<file path="src/rtl/pipe_pkg.sv">
// Shared types and constants for the pipeline hazard controller.
package pipe_pkg;

  typedef enum logic [0:0] {
    IDLE     = 1'b0,
    MAC_BUSY = 1'b1
  } state_t;

  localparam logic [4:0]  REG_ZERO  = 5'd0;
  localparam int unsigned MAC_CNT_W = 4;

endpackage

</file>
<file path="src/rtl/pipe_hazard_ctrl_hazard_detect.sv">
// Load-use detection: the ID instruction reads a register that the load in EX
// has not yet produced.
module hazard_detect
  import pipe_pkg::*;
(
  input  logic [4:0] id_rs1,
  input  logic [4:0] id_rs2,
  input  logic       id_uses_rs2,
  input  logic [4:0] ex_rd,
  input  logic       ex_memread,
  input  logic       ex_regwrite,
  output logic       load_use
);

  always_comb begin
    load_use = ex_memread & ex_regwrite & (ex_rd != REG_ZERO) &
               ((ex_rd == id_rs1) | (id_uses_rs2 & (ex_rd == id_rs2)));
  end

endmodule

</file>
<file path="src/rtl/pipe_hazard_ctrl.sv">
// Central stall/flush controller: load-use stalls, taken-branch flushes,
// multi-cycle MAC occupancy of EX, and a stall-cycle performance counter.
module pipe_hazard_ctrl
  import pipe_pkg::*;
#(
  parameter int unsigned MAC_CYCLES = 3,
  parameter int unsigned CNT_W      = 32
) (
  input  logic             clk,
  input  logic             rst,
  input  logic [4:0]       id_rs1,
  input  logic [4:0]       id_rs2,
  input  logic             id_uses_rs2,
  input  logic [4:0]       ex_rd,
  input  logic             ex_memread,
  input  logic             ex_regwrite,
  input  logic             ex_mac,
  input  logic             ex_branch_taken,
  output logic             pc_write,
  output logic             if_id_write,
  output logic             if_id_flush,
  output logic             id_ex_bubble,
  output logic             id_ex_hold,
  output logic             mac_busy,
  output logic [CNT_W-1:0] stall_cycles
);

  state_t               state, state_nxt;
  logic [MAC_CNT_W-1:0] mac_cnt, mac_cnt_nxt;
  logic                 load_use;

  hazard_detect u_hazard_detect (
    .id_rs1      (id_rs1),
    .id_rs2      (id_rs2),
    .id_uses_rs2 (id_uses_rs2),
    .ex_rd       (ex_rd),
    .ex_memread  (ex_memread),
    .ex_regwrite (ex_regwrite),
    .load_use    (load_use)
  );

  // Mealy outputs; rst is included so the reset values appear asynchronously.
  always_comb begin
    state_nxt    = state;
    mac_cnt_nxt  = mac_cnt;
    pc_write     = 1'b1;
    if_id_write  = 1'b1;
    if_id_flush  = 1'b0;
    id_ex_bubble = 1'b0;
    id_ex_hold   = 1'b0;
    mac_busy     = 1'b0;
    if (rst) begin
      pc_write     = 1'b0;
      if_id_write  = 1'b0;
      id_ex_bubble = 1'b1;
    end else if (state == MAC_BUSY) begin
      pc_write    = 1'b0;
      if_id_write = 1'b0;
      mac_busy    = 1'b1;
      if (mac_cnt == '0) begin
        id_ex_bubble = 1'b1;
        state_nxt    = IDLE;
      end else begin
        id_ex_hold  = 1'b1;
        mac_cnt_nxt = mac_cnt - MAC_CNT_W'(1);
      end
    end else if (ex_branch_taken) begin
      if_id_flush  = 1'b1;
      id_ex_bubble = 1'b1;
    end else if (ex_mac && (MAC_CYCLES > 1)) begin
      // First MAC cycle is this one; the final one releases with a bubble.
      pc_write    = 1'b0;
      if_id_write = 1'b0;
      id_ex_hold  = 1'b1;
      mac_busy    = 1'b1;
      state_nxt   = MAC_BUSY;
      mac_cnt_nxt = MAC_CNT_W'(MAC_CYCLES - 2);
    end else if (load_use) begin
      pc_write     = 1'b0;
      if_id_write  = 1'b0;
      id_ex_bubble = 1'b1;
    end
  end

  always_ff @(posedge clk or posedge rst) begin
    if (rst) begin
      state   <= IDLE;
      mac_cnt <= '0;
    end else begin
      state   <= state_nxt;
      mac_cnt <= mac_cnt_nxt;
    end
  end

  always_ff @(posedge clk or posedge rst) begin
    if (rst) begin
      stall_cycles <= '0;
    end else if (!pc_write) begin
      stall_cycles <= stall_cycles + CNT_W'(1);
    end
  end

endmodule

</file>
<file path="config.mk">
export PLATFORM = sky130hd
export DESIGN_NAME = pipe_hazard_ctrl
export DESIGN_NICKNAME = d
export VERILOG_FILES = /design/src/rtl/pipe_pkg.sv /design/src/rtl/pipe_hazard_ctrl_hazard_detect.sv /design/src/rtl/pipe_hazard_ctrl.sv
export SDC_FILE = /design/constraint.sdc
export NUM_CORES = 1
export LEC_CHECK = 0
export ABC_CLOCK_PERIOD_IN_PS = 3000
export BUFFER_PORTS_ARGS = -buffer_cell sky130_fd_sc_hd__buf_2
export CAP_MARGIN = 20
export CORE_MARGIN = 1
export CORE_UTILIZATION = 40
export CTS_CLUSTER_DIAMETER = 80
export DETAILED_ROUTE_END_ITERATION = 7
export PLACE_DENSITY = 0.75
export SYNTH_ARGS = -nofsm -noshare
export SYNTH_HDL_FRONTEND = slang
export SYNTH_SLANG_ARGS = --single-unit
</file>
<file path="constraint.sdc">
create_clock -name clk -period 3 [get_ports clk]
set_input_delay 0.3 -clock clk [delete_from_list [all_inputs] [get_ports clk]]
set_output_delay 0.3 -clock clk [all_outputs]
set_load 0.01 [all_outputs]
</file>
# Yosys cells after proc, flatten, opt, wreduce, memory -nomap -nowiden
# Index checks and enable logic that the tools add are counted.
[word_totals]
word_cells = 44
register_bits = 37
[op_classes]
addsub = 2
n_eq_ne = 4
muxes = 25
reduce_logical = 4
bitwise_logic = 6
[ops]
columns = ["op", "count"]
rows = [
  ["$add A32 B1 Y32 const B", 1],
  ["$mux W1", 21],
  ["$mux W4", 4],
  ["$eq A5 B5 Y1", 2],
  ["$reduce_bool A5 Y1", 1],
  ["$and A1 B1 Y1", 4],
  ["$logic_not A4 Y1", 1],
  ["$reduce_and A4 Y1", 1],
  ["$sub A4 B1 Y4 const B", 1],
  ["$ne A2 B1 Y1 const B", 1],
  ["$ne A2 B2 Y1 const B", 1],
  ["$reduce_bool A2 Y1", 1],
  ["$not A1 Y1", 1],
  ["$or A1 B1 Y1", 1],
]

# Longest topological paths before layout
# Gate-level depths: netlist of run 1.
[logic_depth]
word_depth = 9
depth_mapped = 9
ltp_nobuf = 9

# Cells and area by module
# From an unflattened synthesis of run 1, not the netlist that was laid out.
[unflattened]
hier_cells = 186
area_unflattened_um2 = 1973.1
[by_module_without_submodules]
columns = ["module", "n_inst", "seq_area_each_um2", "area_per_inst_um2", "cells_each"]
rows = [
  ["pipe_hazard_ctrl", 1, 925.9, 1839.3, 169],
  ["hazard_detect", 1, 0.0, 133.9, 17],
]

# Worst setup path before layout of run 1
# OpenSTA, ideal clock, no wires.
[synth_timing]
kind = "input-to-output"
startpoint = "input port ex_rd[1]"
endpoint = "output port pc_write"
path_stages = 8
t_arrival_ns = 1.694
path_buffers = 3
setup_slack_ns = 1.006
path_cell_list = "or3_1 > o311a_1 > nor2b_1 > a21o_1 > buf_6 > clkinv_4 > buf_12 > buf_4"
[synth_between]
elab_chain_cells = 9
[synth_rtl]
columns = ["item", "line", "rtl"]
rows = [
  ["start, declared", "pipe_hazard_ctrl.sv:14", "input logic [4:0] ex_rd,"],
  ["$eq A5 B5 Y1", "pipe_hazard_ctrl_hazard_detect.sv:17", "((ex_rd == id_rs1) | (id_uses_rs2 & (ex_rd == id_rs2)));"],
  ["$and A1 B1 Y1", "pipe_hazard_ctrl_hazard_detect.sv:17", ""],
  ["$or A1 B1 Y1", "pipe_hazard_ctrl_hazard_detect.sv:17", ""],
  ["$and A1 B1 Y1 (*)", "pipe_hazard_ctrl_hazard_detect.sv:16", "load_use = ex_memread & ex_regwrite & (ex_rd != REG_ZERO) &"],
  ["$mux W1 (*) (5 in a row)", "--", ""],
  ["end, declared", "pipe_hazard_ctrl.sv:19", "output logic pc_write,"],
]
# Every way passes the cells marked *; elsewhere a longest branch is shown, timed or not.

# Worst setup path after layout of run 1
[layout_timing]
startpoint = "register mac_cnt[0]"
endpoint = "output port id_ex_hold"
[layout_between]
elab_chain_cells = 4
[layout_rtl]
columns = ["item", "line", "rtl"]
rows = [
  ["start, declared", "pipe_hazard_ctrl.sv:29", "logic [MAC_CNT_W-1:0] mac_cnt, mac_cnt_nxt;"],
  ["start signal, assigned", "pipe_hazard_ctrl.sv:91", "mac_cnt <= mac_cnt_nxt;"],
  ["$logic_not A4 Y1", "pipe_hazard_ctrl.sv:60", "if (mac_cnt == '0) begin"],
  ["$mux W1", "pipe_hazard_ctrl.sv:60", ""],
  ["$mux W1", "pipe_hazard_ctrl.sv:56", "end else if (state == MAC_BUSY) begin"],
  ["$mux W1", "pipe_hazard_ctrl.sv:52", "if (rst) begin"],
  ["end, declared", "pipe_hazard_ctrl.sv:23", "output logic id_ex_hold,"],
]
# Every way passes these cells.

==> metrics, run 1 <==
status=finished clean; Power Density=roughly 620 nW/um2; vias post-DR=1536; Avg Cell Area, Syn=10.26 um2; fmax=~0.42 GHz; Synth Warn #=0; Synth Instances=190; top post-synthesis cells by count=dfrtp_1, xnor2_1, nand2_1; Synth top area share=a little under half; Final ANT Viol Nets=0; Die X-Extent=71.81 um; DP HPWL=between 2 and 3 mm; initial DRC count=90; share of layout cells above drive strength 1=28.69%; Clock Sinks=37; relative max-transition margin=66.78%; gr ovfl total=0; routed vias/inst=5.036; GRT Resource Usage Total=17.22%; ranking of synthesized cells by area=dfrtp_1, xnor2_1, xor2_1; CTS tree=done; crit path kind=flop to output port; cell area after synthesis=1949 um2; diodes inserted=0; DR top layer=met4; crit-path max FO=4; H-Tree Depth=2; Worst Setup SP=mac_cnt[0]$_DFFE_PP0P_; worst path required time=between 2000 and 3000 ps; switching pwr=0.0005048 W; Sw Share=34.58%; RSZ-0062 raised after global routing=false; area of the multi-input gates=930.9 um2; Yosys top cell by area=dfrtp_1; Pint=0.0009552 W; Max Cap Viol=0; # DRC=0; Reg power frac=48.4%; post-route clock skew=4.866 ps; clk root buf=clkbuf_8; Core Box Area=4692 um2; num ports=60; top_reg_cell synth=dfrtp_1; post-CTS setup buffers=0; top-count cell post-synth=dfrtp_1; Logic pwr share=27.5%; Layout area overhead=20.67%; R2R Path Start=mac_cnt[0]$_DFFE_PP0P_; Setup WS pre-CTS=944.3 ps; largest net degree at the start of global routing=38; Initial Util=41.55%; buffers added on ports=between 50 and 60; worst hold path type=primary input to asynchronous set/reset pin; Max Slew Vio Count=0; Post-Syn Nets=roughly 220; Seq/Total Area, Yosys=47.50%; Routed WL=3.917 mm; setup tns final=0 ps; Final Setup Violations=0; Die Ht=71.81 um; worst-margin pin slew=494.4 ps; Static Leak=1.137 nW; Rows=25; Clock Latency Late Sink=290 ps; final hold vios=0; period utilization=78.82%; Placement Cell Area=2266 um2; fillcell total=about 450; wire length on met3=147 um; CP endpoint kind=output port; vias in the first global route=between 1500 and 2000; finished layout cell area=between 2000 and 2500 um2; Clock transition at path regs=70 ps; Clk pwr share=24.1%; nets=276; Post-synth EDFFs=0; DRT met1 WL=1.878 mm; post-route setup slack=around 640 ps; Routed wire per std cell=between 10 and 15 um; met2 WL=1.831 mm; routability cong.=around 0.80; Synth cell types=33; post-CTS sizing=0; asr flop ratio synth=100.0%; storage element area=925.9 um2; CP startpoint kind=flop; Critical Path AT=2060 ps; peak supply drop=~0.00029 V; clock tree buffer depth=2; min Tclk post-route=2365 ps; register bit total from synthesis=37; hold buffer count at cts=0; Num CTS Buffers=5; DR pass1 iterations=4; Die ar.=5157 um2; initial antenna violation count=0; first-pass GRT wire length=6.893 mm
final timing paths:
check	end	slack (ps)	depth (start not counted)
max	id_ex_hold	640	7
min	mac_cnt[3]$_DFFE_PP0P_	160	3
max reg2reg	mac_cnt[3]$_DFFE_PP0P_	910	8
min reg2reg	stall_cycles[31]$_DFFE_PP0N_	480	1
max in group asynchronous	stall_cycles[5]$_DFFE_PP0N_	2530	3
min in group clk	state$_DFFE_PP0N_	300	3
layout make-up:
cell class	instances	area share (%)
multi-input cells	139	39.57
flip-flops and latches	37	39.36
repair buffers	61	13.19
clock buffers	7	3.670
well taps	54	2.872
inverters	7	1.330
metrics by stage:
step	instances	total power (W)	hold WS (ps)	util [%]
6_report	305	0.001460	161.4	50.13
5_1_grt	305	0.001562	234.8	50.13
4_1_cts	305	0.001474	182.3	50.13
3_5_place_dp	298	0.001124	458.2	48.29
3_3_place_gp	298	0.001107	455.8	48.29
2_1_floorplan	190	0.0009831	417.9	-
layout by cell type (no fill, tap or decap), types with 2 or more instances in the layout:
| cell type | Yosys | final |
|---|---|---|
| o22ai_1 | 2 | 2 |
| inv_1 | 6 | 6 |
| dfrtp_1 | 37 | 37 |
| buf_4 | 1 | 2 |
| xnor2_1 | 29 | 29 |
| ha_1 | 3 | 3 |
| buf_2 | 0 | 59 |
| and3_1 | 8 | 8 |
| nor2_1 | 10 | 10 |
| xor2_1 | 14 | 14 |
| nor3_2 | 2 | 2 |
| nor2b_1 | 2 | 2 |
| nand2_1 | 20 | 20 |
| and4_1 | 2 | 2 |
| clkbuf_8 | 0 | 6 |
| nor4_1 | 2 | 2 |
| nand3_1 | 10 | 10 |
| nor3_1 | 10 | 10 |
| nand4_1 | 13 | 13 |
cells by family (layout without fill, tap and decap cells):
| logic type | Yosys count | in the layout | share of synthesized area [%] |
|---|---|---|---|
| DFF | 37 | 37 | 47.50 |
| buffers and inverters | 14 | 75 | 4.750 |
| AOI/OAI and AO/OA | 8 | 8 | 2.760 |
| adders and majority gates | 3 | 3 | 1.926 |
| xor gates and xnor gates | 43 | 43 | 19.32 |
| and+or+nand+nor | 85 | 85 | 23.75 |
registers in the layout (all words and copies together) (netlist names):
| signal | count |
|---|---|
| mac_cnt | 4 |
| stall_cycles | 32 |
| state | 1 |
worst max-delay path, cell delays in order (launching register included):
cell	delay, ps
dfrtp_1	400
inv_1	80
ha_1	200
nor4bb_1	140
nor3_1	390
o21ai_0	250
inv_1	170
buf_2	150
metal layers:
metal | up-vias | track usage, %
met5 | - | 0
met1 | 720 | 23.37
met2 | 35 | 27.15
met3 | 8 | 3.657
met4 | 0 | 6.536
li1 | 773 | -
power groups by stage:
stage,Clock (W),Sequential (W),Combinational [W]
after detailed placement,0,0.000716,0.000408
after CTS,0.000358,0.000707,0.000408
after global placement,0,0.000711,0.000396
final,0.000352,0.000707,0.000402
after floorplan,0,0.000722,0.000261
after global routing,0.000378,0.000724,0.000461
Note: power is estimated with default switching activity, not from simulation.
==> run 2, diff against run 1 <==
ABC_AREA = 1   (was unset)
ABC_CLOCK_PERIOD_IN_PS = 2100   (was 3000)
PLACE_DENSITY = 0.74   (was 0.75)
clock period = 2.1 ns   (was 3 ns; I/O delays follow)
==> run 2 against run 1 <==
- the run now ends with design-rule violations left
- register-to-register slack lost 440 ps
- die area grew 38%
- flip-flop and latch count is the same
- via count grew 80%
- largest power group unchanged
- first-iteration DRC count grew 120%
- critical endpoint is now pc_write
==> metrics, run 2 <==
Routed wire per std cell=around 12 um; Worst Setup SP=state$_DFFE_PP0N_; num ports=60; largest net degree at the start of global routing=39; worst-margin pin slew=a little under 500 ps; post-route setup slack=192.3 ps; vias post-DR=2758; biggest regs=stall_cycles (32), mac_cnt (4), state (1); post-CTS setup buffers=0; DP HPWL=4.890 mm; Num CTS Buffers=5; top post-synthesis cells by count=nand2_1, nor2_1, nand3_1; gr ovfl total=0; GRT Resource Usage Total=about a fifth; ranking of synthesized cells by area=dfrtp_1, nand2_1, nand3_1; Clock transition at path regs=about 80 ps; routability cong.=0.9179; DR pass1 iterations=6; diodes inserted=0; Die X-Extent=84.24 um; fmax=0.5242 GHz; Final Util=between 40% and 50%; register bit total from synthesis=37; Layout area overhead=16.14%; CP startpoint kind=flop; top-count cell post-synth=nand2_1; Core Box Area=6422 um2; period utilization=90.84%; buffers added on ports=59; Max Cap Viol=0; Clock Sinks=37; Post-synth EDFFs=0; Post-Syn Nets=between 400 and 500; Final ANT Viol Nets=0; Static Leak=approximately 1.7 nW; failing checks=design-rule violations; Max Slew Vio Count=0; worst hold path type=primary input to asynchronous set/reset pin; Power Density=approximately 700 nW/um2; clock tree buffer depth=2; Synth Warn #=0; relative max-transition margin=between 60% and 70%; asr flop ratio synth=100.0%; initial antenna violation count=0; setup tns final=0 ps; CTS tree=done; hold buffer count at cts=0; Cell Count, Final, Fillers Out=553; min Tclk post-route=between 1500 and 2000 ps; Largest register FFs=32; flop2flop setup slack=470 ps; Routed WL=6.586 mm; first-pass GRT wire length=11.88 mm; reg2reg end=stall_cycles[16]$_DFFE_PP0N_; status=finished, violations left; Yosys top cell by area=dfrtp_1; Clock Latency Late Sink=290 ps; Die ar.=7096 um2; register with the most flip-flops=stall_cycles; R2R Path Start=stall_cycles[0]$_DFFE_PP0N_; crit-path max FO=34; # DRC=8; RSZ-0062 raised after global routing=false; share of layout cells above drive strength 1=18.91%; Rows=29; Seq/Total Area, Yosys=34.23%; Critical Path Sink=pc_write; final hold vios=0; worst path required time=1890 ps; top_reg_cell synth=dfrtp_1; Synth cell types=21; post-CTS sizing=0; post-route clock skew=6.070 ps; clk root buf=clkbuf_8; Cells after DPL=545; Setup WS pre-CTS=just over 500 ps; routed vias/inst=4.987; Initial Util=42.12%; Avg Cell Area, Syn=6.503 um2; peak supply drop=roughly 0.00035 V; Synth Instances=around 420; crit path kind=flop to output port; vias in the first global route=2718; H-Tree Depth=2; r2r worst-path depth=7; Die Ht=84.24 um; Final Setup Violations=0; initial DRC count=199; CP endpoint kind=output port; nets=500; most frequent cells in the layout=nand2_1, buf_2, nor2_1; cell area after synthesis=2705 um2; Synth top area share=34.23%; most common cell after layout, fill and taps aside=nand2_1; Critical Path AT=1700 ps
==> run 2: cell count changes after synthesis, moves of 5 or more <==
cell,delta
and3_1,-8
inv_1,+21
inv_2,+6
nand2_1,+164
nand3_1,+35
nand3b_1,+11
nand4_1,-6
nor2_1,+39
nor2_2,+5
nor2_4,+5
nor3_1,-10
xnor2_1,-22
==> run 2: cells by family (layout without fill, tap and decap cells) <==
family | after synthesis | count (layout) | share of synthesized area (%)
and+or+nand+nor | 310 | 310 | 50.05
buffers and inverters | 43 | 103 | 7.493
AOI/OAI and AO/OA | 5 | 5 | 1.017
xor gates and xnor gates | 18 | 18 | 5.828
DFF | 37 | 37 | 34.23
adders and majority gates | 3 | 3 | 1.388
==> run 2: metrics by stage <==
stage | total power [W] | hold WS [ps] | area (um2)
after floorplan | 0.001404 | 413.1 | 2705
after global placement | 0.001579 | 430.7 | 3040
after detailed placement | 0.001599 | 439.2 | 3040
after CTS | 0.002160 | 120.9 | 3142
after global routing | 0.002292 | 165.4 | 3142
final | 0.002142 | 110.7 | 3142
==> run 2: final cells by class <==
| type | count | area, um2 |
|---|---|---|
| Sequential cell | 37 | 925.9 |
| Tap cell | 77 | 96.34 |
| Clock inverter | 1 | 5.005 |
| Clock buffer | 7 | 96.34 |
| Timing Repair Buffer | 62 | 317.8 |
| Multi-Input combinational cell | 336 | 1577 |
| Inverter | 33 | 123.9 |
| Fill cell | 667 | 3281 |
==> run 2: worst min-delay path by stage <==
stage | from | end | slack (ps) | cells after the start
2_1_floorplan | rst | mac_cnt[0]$_DFFE_PP0P_ | 410 | 1
3_3_place_gp | rst | state$_DFFE_PP0N_ | 430 | 3
3_5_place_dp | rst | state$_DFFE_PP0N_ | 440 | 3
4_1_cts | rst | state$_DFFE_PP0N_ | 120 | 3
5_1_grt | rst | state$_DFFE_PP0N_ | 170 | 3
6_report | rst | mac_cnt[1]$_DFFE_PP0P_ | 110 | 3
==> run 2: worst max-delay path, cell delays in order, from the launching register on <==
cell     delay, ps
dfrtp_1        410
inv_1          130
nand2_1        120
nor2_1         140
inv_1          100
nand2_4        290
buf_2          200
==> run 2: per-layer routing <==
metal	track usage, %	vias to the layer above	part of all wire [%]
met5	0	-	0
met4	5.799	0	1.2
met3	3.736	9	5.1
met2	36.14	76	47
met1	25.18	1261	46
li1	-	1412	-
==> run 2: report_power, final <==
| part | internal, W | leakage [nW] | switching [W] |
|---|---|---|---|
| combinational | 0.000238 | 1.16 | 0.000418 |
| sequential | 0.000810 | 0.502 | 0.000123 |
| clock | 0.000297 | 0.0542 | 0.000256 |
